## config.mk

```make
export PLATFORM = sky130hd
export DESIGN_NAME = spi_a2d_resp
export DESIGN_NICKNAME = d
export VERILOG_FILES = /design/src/rtl/a2d_pkg.sv /design/src/rtl/sync_edge.sv /design/src/rtl/spi_a2d_resp.sv
export SDC_FILE = /design/constraint.sdc
export NUM_CORES = 1
export LEC_CHECK = 0
export BUFFER_PORTS_ARGS = -buffer_cell sky130_fd_sc_hd__buf_4
export CELL_PAD_IN_SITES_DETAIL_PLACEMENT = 1
export CELL_PAD_IN_SITES_GLOBAL_PLACEMENT = 1
export CORE_MARGIN = 2
export CORE_UTILIZATION = 39
export CTS_BUF_LIST = sky130_fd_sc_hd__clkbuf_16
export CTS_CLUSTER_SIZE = 40
export DETAILED_ROUTE_END_ITERATION = 8
export PLACE_DENSITY = 0.85
export SYNTH_ARGS = -nofsm -noshare
export SYNTH_HDL_FRONTEND = slang
export SYNTH_HIERARCHICAL = 1
export SYNTH_SLANG_ARGS = --single-unit
export TNS_END_PERCENT = 100
```

## constraint.sdc

```tcl
create_clock -name clk -period 2.05 [get_ports clk]
set_clock_uncertainty 0.2 [all_clocks]
set_input_delay 0.1025 -clock clk [delete_from_list [all_inputs] [get_ports clk]]
set_output_delay 0.1025 -clock clk [all_outputs]
set_load 0.005 [all_outputs]
```

## src/rtl/a2d_pkg.sv

```systemverilog
// ---------------------------------------------------------------------------
// a2d_pkg
// Shared definitions for the SPI A2D responder: default frame length, the
// channel numbers that carry live data, the responder state type and the
// command-word format check.
// ---------------------------------------------------------------------------
package a2d_pkg;

    // Bits per SPI transaction; any other count is a framing error.
    localparam int FRAME_BITS_DEF = 16;

    // Channels that return a port value; every other channel reads as zero.
    localparam logic [2:0] CH_LFT_LD  = 3'd0;
    localparam logic [2:0] CH_RGHT_LD = 3'd4;
    localparam logic [2:0] CH_STEER   = 3'd5;
    localparam logic [2:0] CH_BATT    = 3'd6;

    typedef enum logic {
        IDLE  = 1'b0,
        SHIFT = 1'b1
    } a2d_state_t;

    // A command word is {2'b00, ch[2:0], 11'h000}; anything else is rejected.
    function automatic logic cmd_fmt_ok(input logic [15:0] cmd);
        return (cmd[15:14] == 2'b00) && (cmd[10:0] == 11'h000);
    endfunction

endpackage

```

## src/rtl/sync_edge.sv

```systemverilog
// ---------------------------------------------------------------------------
// sync_edge
// Double-flop synchronizer for an asynchronous level, followed by a third
// flop used purely for edge detection. All three flops reset to RST_VAL so
// that no spurious edge is reported when reset is released.
//
// Ports:
//   clk       in   system clock
//   rst_n     in   asynchronous active-low reset
//   async_in  in   asynchronous input level
//   rise      out  one-clk pulse on a synchronized 0->1 transition
//   fall      out  one-clk pulse on a synchronized 1->0 transition
// ---------------------------------------------------------------------------
module sync_edge #(
    parameter logic RST_VAL = 1'b0
) (
    input  logic clk,
    input  logic rst_n,
    input  logic async_in,
    output logic rise,
    output logic fall
);

    logic meta_ff;
    logic sync_ff;
    logic edge_ff;

    // NOTE: clocked state uses non-blocking assignments so every flop samples
    // the pre-edge value of its neighbour; blocking here would collapse the
    // chain into a single flop.
    always_ff @(posedge clk or negedge rst_n) begin
        if (!rst_n) begin
            meta_ff <= RST_VAL;
            sync_ff <= RST_VAL;
            edge_ff <= RST_VAL;
        end else begin
            meta_ff <= async_in;
            sync_ff <= meta_ff;
            edge_ff <= sync_ff;
        end
    end

    assign rise =  sync_ff & ~edge_ff;
    assign fall = ~sync_ff &  edge_ff;

endmodule

```

## src/rtl/spi_a2d_resp.sv

```systemverilog
// ---------------------------------------------------------------------------
// spi_a2d_resp
// SPI (mode 0) responder modelling an 8-channel 12-bit A2D converter. A
// 16-bit command frame selects a channel; the selected value is captured when
// the frame closes and is shifted back, MSB first, in the next transaction.
//
// Ports:
//   clk        in   system clock
//   rst_n      in   asynchronous active-low reset
//   SS_n       in   slave select (async to clk)
//   SCLK       in   serial clock, idle low (async to clk)
//   MOSI       in   command data, MSB first
//   MISO       out  response data, MSB first
//   lft_ld     in   [11:0] channel 0 value
//   rght_ld    in   [11:0] channel 4 value
//   steer_pot  in   [11:0] channel 5 value
//   batt       in   [11:0] channel 6 value
//   cmd_vld    out  one-clk pulse when a command frame is accepted
//   cmd_ch     out  [2:0] channel of the last accepted command
//   frm_err    out  one-clk pulse when a frame is rejected
// ---------------------------------------------------------------------------
module spi_a2d_resp
    import a2d_pkg::*;
#(
    parameter int FRAME_BITS = FRAME_BITS_DEF
) (
    input  logic        clk,
    input  logic        rst_n,
    input  logic        SS_n,
    input  logic        SCLK,
    input  logic        MOSI,
    output logic        MISO,
    input  logic [11:0] lft_ld,
    input  logic [11:0] rght_ld,
    input  logic [11:0] steer_pot,
    input  logic [11:0] batt,
    output logic        cmd_vld,
    output logic [2:0]  cmd_ch,
    output logic        frm_err
);

    localparam logic [4:0] FRAME_CNT = 5'(FRAME_BITS);

    // -----------------------------------------------------------------------
    // Input synchronization and edge detection
    // -----------------------------------------------------------------------
    logic ss_rise;
    logic ss_fall;
    logic sclk_rise;
    logic sclk_fall;

    sync_edge #(.RST_VAL(1'b1)) u_ss_sync (
        .clk      (clk),
        .rst_n    (rst_n),
        .async_in (SS_n),
        .rise     (ss_rise),
        .fall     (ss_fall)
    );

    sync_edge #(.RST_VAL(1'b0)) u_sclk_sync (
        .clk      (clk),
        .rst_n    (rst_n),
        .async_in (SCLK),
        .rise     (sclk_rise),
        .fall     (sclk_fall)
    );

    // MOSI only needs a clean level, sampled on sclk_rise.
    logic mosi_meta;
    logic mosi_sync;

    always_ff @(posedge clk or negedge rst_n) begin
        if (!rst_n) begin
            mosi_meta <= 1'b0;
            mosi_sync <= 1'b0;
        end else begin
            mosi_meta <= MOSI;
            mosi_sync <= mosi_meta;
        end
    end

    // -----------------------------------------------------------------------
    // Frame state, shift registers and bit counter
    // -----------------------------------------------------------------------
    a2d_state_t  state;
    logic [15:0] tx_shft;
    logic [15:0] rx_shft;
    logic [4:0]  bit_cnt;
    logic [11:0] resp_val;
    logic        eval_pend;   // frame closed last clk; judge it now

    // The frame is judged one clk after ss_rise. That clk lets a coincident
    // sclk_rise land in rx_shft/bit_cnt before they are inspected, and it
    // places cmd_vld/frm_err four clks after the SS_n pin edge.
    always_ff @(posedge clk or negedge rst_n) begin
        if (!rst_n) begin
            state     <= IDLE;
            tx_shft   <= '0;
            rx_shft   <= '0;
            bit_cnt   <= '0;
            eval_pend <= 1'b0;
        end else begin
            eval_pend <= 1'b0;
            case (state)
                IDLE: begin
                    // SCLK edges are ignored until the master selects us.
                    if (ss_fall) begin
                        state   <= SHIFT;
                        tx_shft <= {4'h0, resp_val};
                        bit_cnt <= '0;
                    end
                end
                SHIFT: begin
                    if (sclk_rise) begin
                        rx_shft <= {rx_shft[14:0], mosi_sync};
                        // Saturate so an overlong frame can never wrap back
                        // onto a legal count.
                        if (bit_cnt != 5'h1F) begin
                            bit_cnt <= bit_cnt + 5'd1;
                        end
                    end
                    if (sclk_fall) begin
                        tx_shft <= {tx_shft[14:0], 1'b0};
                    end
                    if (ss_rise) begin
                        state     <= IDLE;
                        eval_pend <= 1'b1;
                    end
                end
            endcase
        end
    end

    assign MISO = tx_shft[15];

    // -----------------------------------------------------------------------
    // Channel select and command acceptance
    // -----------------------------------------------------------------------
    logic [11:0] sel_val;
    logic        frame_ok;

    // NOTE: every path through a combinational block must assign its outputs;
    // the leading default is what keeps this mux from inferring a latch.
    always_comb begin
        sel_val = 12'h000;
        case (rx_shft[13:11])
            CH_LFT_LD:  sel_val = lft_ld;
            CH_RGHT_LD: sel_val = rght_ld;
            CH_STEER:   sel_val = steer_pot;
            CH_BATT:    sel_val = batt;
            default:    sel_val = 12'h000;
        endcase
    end

    assign frame_ok = (bit_cnt == FRAME_CNT) && cmd_fmt_ok(rx_shft);

    always_ff @(posedge clk or negedge rst_n) begin
        if (!rst_n) begin
            resp_val <= 12'h000;
            cmd_ch   <= 3'b000;
            cmd_vld  <= 1'b0;
            frm_err  <= 1'b0;
        end else begin
            cmd_vld <= 1'b0;
            frm_err <= 1'b0;
            if (eval_pend) begin
                if (frame_ok) begin
                    cmd_ch   <= rx_shft[13:11];
                    resp_val <= sel_val;
                    cmd_vld  <= 1'b1;
                end else begin
                    // Rejected frames leave the previous command's result
                    // in place for the next transaction.
                    frm_err <= 1'b1;
                end
            end
        end
    end

endmodule

```

* Word-level counts from Yosys, hierarchy flattened *
Index checks and enable logic that the tools add are counted.

storage, ports and cells
  flip-flop bits (word level) = 64
  bits of input ports = 53
  word-level logic and storage cells = 62

operators by class
  $add $sub $neg = 1
  eq/ne operators = 9
  multiplexer cells = 17
  bitwise logic cells = 9
  reduce and logical (&&, ||, !) cells = 9

operators by type and width
  operator                                       count
  case mux 12 bit (4 select lines)               1
  two-way mux 16 bit                             2
  case mux 16 bit (2 select lines)               1
  two-way mux 5 bit                              3
  logical NOT 11 bit                             1
  case mux 5 bit (2 select lines)                1
  equality test 3 bit, second input constant     3
  two-way mux 1 bit                              8
  != test 2 bit, second input constant           3
  AND reduction 2 bit                            3
  adder 5 x 1 -> 5 bit, second input constant    1
  equality test 5 bit, second input constant     1
  != test 5 bit, second input constant           1
  NOT 1 bit                                      5
  bitwise AND 1 bit                              4
  logical NOT 3 bit                              1
  AND reduction 3 bit                            1
  logical AND 1 bit                              2
  logical NOT 2 bit                              1
  != test 2 x 1 -> 1 bit, second input constant  1
  case mux 1 bit (2 select lines)                1

* Longest topological paths before layout *
  word-level depth = 5
  gate-level depth with buffers = 7
  gate-level depth less buffers = 7

* Hierarchy *
The synthesis kept the hierarchy.

modules (own cells, without submodules)
  module                   instances  cells each  area an instance (µm²)
  spi_a2d_resp             1          232         2775.2
  sync_edge (u_ss_sync)    1          5           93.8
  sync_edge (u_sclk_sync)  1          5           90.1

* Worst setup path before layout *
OpenSTA, ideal clock, no wires.

  kind = flip-flop to flip-flop
  start = reg bit_cnt[0]
  end = reg bit_cnt[4]
  setup time = 0.121 ns
  arrival time = 1.732 ns
  setup slack = -0.003 ns
  stages on the path, launching flop included = 7
  clock period less this slack = 2.053 ns
  cells stage by stage = dfrtp_1 ha_1 and3_1 ha_1 nor2b_1 mux2_2 a22o_1

on the way
  word-level cells in the longest chain between the ends = 4

RTL lines
  item                             RTL line             source
  from (decl)                      spi_a2d_resp.sv:88   logic [4:0] bit_cnt;
  from (signal assigned)           spi_a2d_resp.sv:119  bit_cnt <= bit_cnt + 5'd1;
  adder 5 x 1 -> 5 bit             spi_a2d_resp.sv:119
  two-way mux 5 bit                spi_a2d_resp.sv:118  if (bit_cnt != 5'h1F) begin
  two-way mux 5 bit                spi_a2d_resp.sv:114  if (sclk_rise) begin
  case mux 5 bit (2 select lines)  spi_a2d_resp.sv:104  case (state)

Several ways; a longest one is shown, not always the timed one. The select of a mux whose other input is x is not followed.
A chain may end at the register's enable or synchronous reset.

* Worst setup path after layout *
  start = reg rx_shft[5]
  end = reg resp_val[8]

on the way
  word-level cells in the longest chain between the ends = 4

RTL lines
  item                           RTL line             source
  from (decl)                    spi_a2d_resp.sv:87   logic [15:0] rx_shft;
  from (signal assigned)         spi_a2d_resp.sv:115  rx_shft <= {rx_shft[14:0], mosi_sync};
  logical NOT 11 bit             a2d_pkg.sv:25        return (cmd[15:14] == 2'b00) && (cmd[10:0] == 11'h000);
  logical AND 1 bit              a2d_pkg.sv:25
  logical AND 1 bit              spi_a2d_resp.sv:155  assign frame_ok = (bit_cnt == FRAME_CNT) && cmd_fmt_ok(rx_shft);
  AND reduction 2 bit (no line)  n/a
  to (signal assigned)           spi_a2d_resp.sv:169  resp_val <= sel_val;
  to (decl)                      spi_a2d_resp.sv:89   logic [11:0] resp_val;

Every way passes these cells.

==> impl_metrics.ini <==
[route]
totalWireLength_microns = 9174
firstDrtPassIters = 4
post_drt_wl_per_cell_microns = 20.71
vias = 2372
drtIter0Drc = 97
vias_per_cell = 5.354
ant_nets = 0
route.detailed.drc = 0

[logic_synthesis]
syn_avg_cell_area_sq_um = 12.23
synth_cell_types = 32
synthTopCellsByArea = dfrtp_1 (52%), mux2_2 (14%), mux2i_1 (8.8%), o21ai_0 (4.4%), a32oi_1 (3.6%)
yosysMostFrequentCell = dfrtp_1
netlist_area_sq_mm = 0.002959
yosysSeqAreaShare_pct = 54.25
synth_seq_cells = 64
syn-num-nets = 298
synth_common_cells = dfrtp_1 (61), mux2_2 (36), mux2i_1 (26), o21ai_0 (26), nand2_1 (20)
ys.flop_type = dfrtp_1
async_flop_share_pct = 100.0
synth_top_area_cell = dfrtp_1
synth_edf_count = 0
synth_top_area_share_pct = 51.59
yosys_warnings = 6
syn_inst = 242

[pwr]
pwr-share-clk_pct = 40.9
p_comb_share_pct = 21.2
ir_worst_vdd_mv = 0.4916
p_per_area_mw_per_mm2 = 947.9
seq_power_share_pct = 37.9
power_switching_w = 0.001167
p_sw_share_pct = 28.31
p_int_w = 0.002955
leakage_nw = 2.039

[min_path]
hold_path_class = input port to register
min_from = batt[0]

[setup_path]
slowest_delay_ps = 420
r2r-start = rx_shft[5]$_DFFE_PN0P_
crit_family = simple AND/OR/NAND/NOR gates
cp-start-kind = register
critPathSlowestCell = dfrtp_1
crit_chain = nor4_2 -> nand3b_1 -> nor3_4 -> buf_6 -> mux2_2
cp_data_arrival_time_ps = 2130
crit_type = register to register
crit_required_ps = 2060
crit_start = rx_shft[5]$_DFFE_PN0P_
critical_path.max_fanout = 7
path_buf_inv = 1
end_kind = register

[floorplanning]
ios = 59
start_util_pct = 40.58
rows = 31
die_x_microns = 91.11
die_area_sq_mm = 0.008300
die_y_microns = 91.11
core_area_sq_mm = 0.007292

[finish]
syn2layout_area_growth_pct = 46.98
regArea_sq_mm = 0.001605
num_antenna_cells = 0
fin_nets = 395
layout-drive-gt1-share_pct = 43.90
multi_input_comb_area_sq_mm = 0.001438
nFillCells = 768

[outcome]
run_status = complete, but fails checks
violations = hold timing, setup timing

[place]
gp_congestion = 0.7764
dp_slack_ps = -61.32
portBuffers = 58
dpl.hpwl_microns = 4802

[timing]
tns_ps = -674.5
drv_slew = 0
relSlewSlack_pct = 41.20
min_period_over_period_pct = 103.2
hold_ws_ps = -19.78
rsz0062_at_grt = yes
fin_crit_ps = 2115
setup_viol = 15
layout_setup_ws_ps = -65.27
fmax_mhz = 472.8
finalHoldViolCount = 1
worst_slew_pin_slew_ps = 877.2

[global_routing]
grt_max_degree = 65
overflow = 0
grt_pass1_wl_microns = 14390
grtUsageTotal_pct = 22.97
antenna_found_initial = 0
grt_pass1_vias = 2769

[clock_network]
clock_latency_ps = 330
root_buffer = clkbuf_16
clkSinkCount = 64
cts_buffers = 9
cts_buffer_depth = 2
h-tree-depth = 3
cts_tree = built
clkTransAtPathRegs_ps = 60

[job]
maxCapViolCount = 0
==> registers in the layout, indices dropped and copies added, names as in the netlist, 3 cells and up <==
name      cells
resp_val     12
tx_shft      16
cmd_ch        3
bit_cnt       5
rx_shft      16
==> routing by layer <==
metal | routed length [microns] | track usage, % | up-vias
li1 | - | - | 1076
met1 | 3340 | 23.12 | 1198
met2 | 5173 | 44.01 | 74
met3 | 349 | 5.062 | 24
met4 | 310 | 11.36 | 0
met5 | 0 | 0 | -
==> stage by stage <==
| step | utilization [%] | instance area [sq um] | std cells | power (W) |
|---|---|---|---|---|
| 2_1_floorplan | - | 2962 | 242 | 0.001877 |
| 3_3_place_gp | 48.40 | 3530 | 392 | 0.002073 |
| 3_5_place_dp | 48.40 | 3530 | 392 | 0.002116 |
| 4_1_cts | 58.87 | 4293 | 443 | 0.004042 |
| 5_1_grt | 59.64 | 4349 | 443 | 0.004285 |
| 6_report | 59.64 | 4349 | 443 | 0.004122 |
==> path summary, 6_finish.rpt <==
kind                                            to  slack (ps)  cells past startpoint
hold reg to reg                mosi_sync$_DFF_PN0_         150                      0
min in group asynchronous    cmd_ch[1]$_DFFE_PN0P_         210                      2
setup / recovery           resp_val[8]$_DFFE_PN0P_         -70                      5
setup reg to reg           resp_val[8]$_DFFE_PN0P_         -70                      5
hold / removal             resp_val[0]$_DFFE_PN0P_         -20                      4
max in group asynchronous  resp_val[6]$_DFFE_PN0P_         930                      2
==> area by class of cell <==
class	count	share of cell area (%)
clock buffer	9	5.178
multi-input combinational	160	33.06
inverter	2	0.1726
tap	99	2.848
clock inverter	7	2.417
sequential	64	36.91
timing repair buffer	102	19.42
==> power groups by stage <==
stage | registers (W) | logic (W) | clock network, W
2_1_floorplan | 0.00150 | 0.000381 | 0
3_5_place_dp | 0.00155 | 0.000564 | 0
6_report | 0.00156 | 0.000874 | 0.00168
4_1_cts | 0.00155 | 0.000784 | 0.00171
3_3_place_gp | 0.00154 | 0.000536 | 0
5_1_grt | 0.00158 | 0.000934 | 0.00177
==> kinds of logic after synthesis <==
family	count (synthesis)	synth area share (%)
xor gates and xnor gates	2	0.5921
muxes	62	22.49
buffers and inverters	18	2.664
AOI/OAI and AO/OA	46	10.27
adders and majority gates	3	1.269
and+or+nand+nor	47	8.457
DFF	64	54.25
==> cell usage in the layout (no fill, tap or decap), types with 2 or more instances in the layout <==
cell           Yosys  final
a32oi_1           12     12
buf_4              0     73
and2b_2            2      2
clkinv_4           0      3
inv_2              0      2
clkbuf_16          0      9
nor2_1             4      4
mux2_2            36     22
nand2_1           20     19
bufinv_16          0      2
dlygate4sd3_1      0     24
mux2i_1           26     26
buf_6              1      5
dfrtp_1           61     61
o21ai_0           26     26
ha_4               0      3
nor3b_1            3      2
mux2_4             0     14
a22o_1             3      3
a21o_1             2      2
dfstp_2            3      3
nor2b_1            4      2
nand2b_1           4      4
==> worst reg2reg max path, cell delays in order, from the launching register on <==
cell,delay (ps)
dfrtp_1,420
nor4_2,340
nand3b_1,220
nor3_4,270
buf_6,190
mux2_2,350
==> timing repair <==
action,in CTS,in global routing
endpoints found under the hold margin,76,0
pin swaps,5,6
buffers inserted,10,2
endpoints found under the setup margin,16,20
resized for setup,22,19
hold buffers,24,0
gates cloned,1,0
No activity file was read; power rests on OpenSTA's default activity.
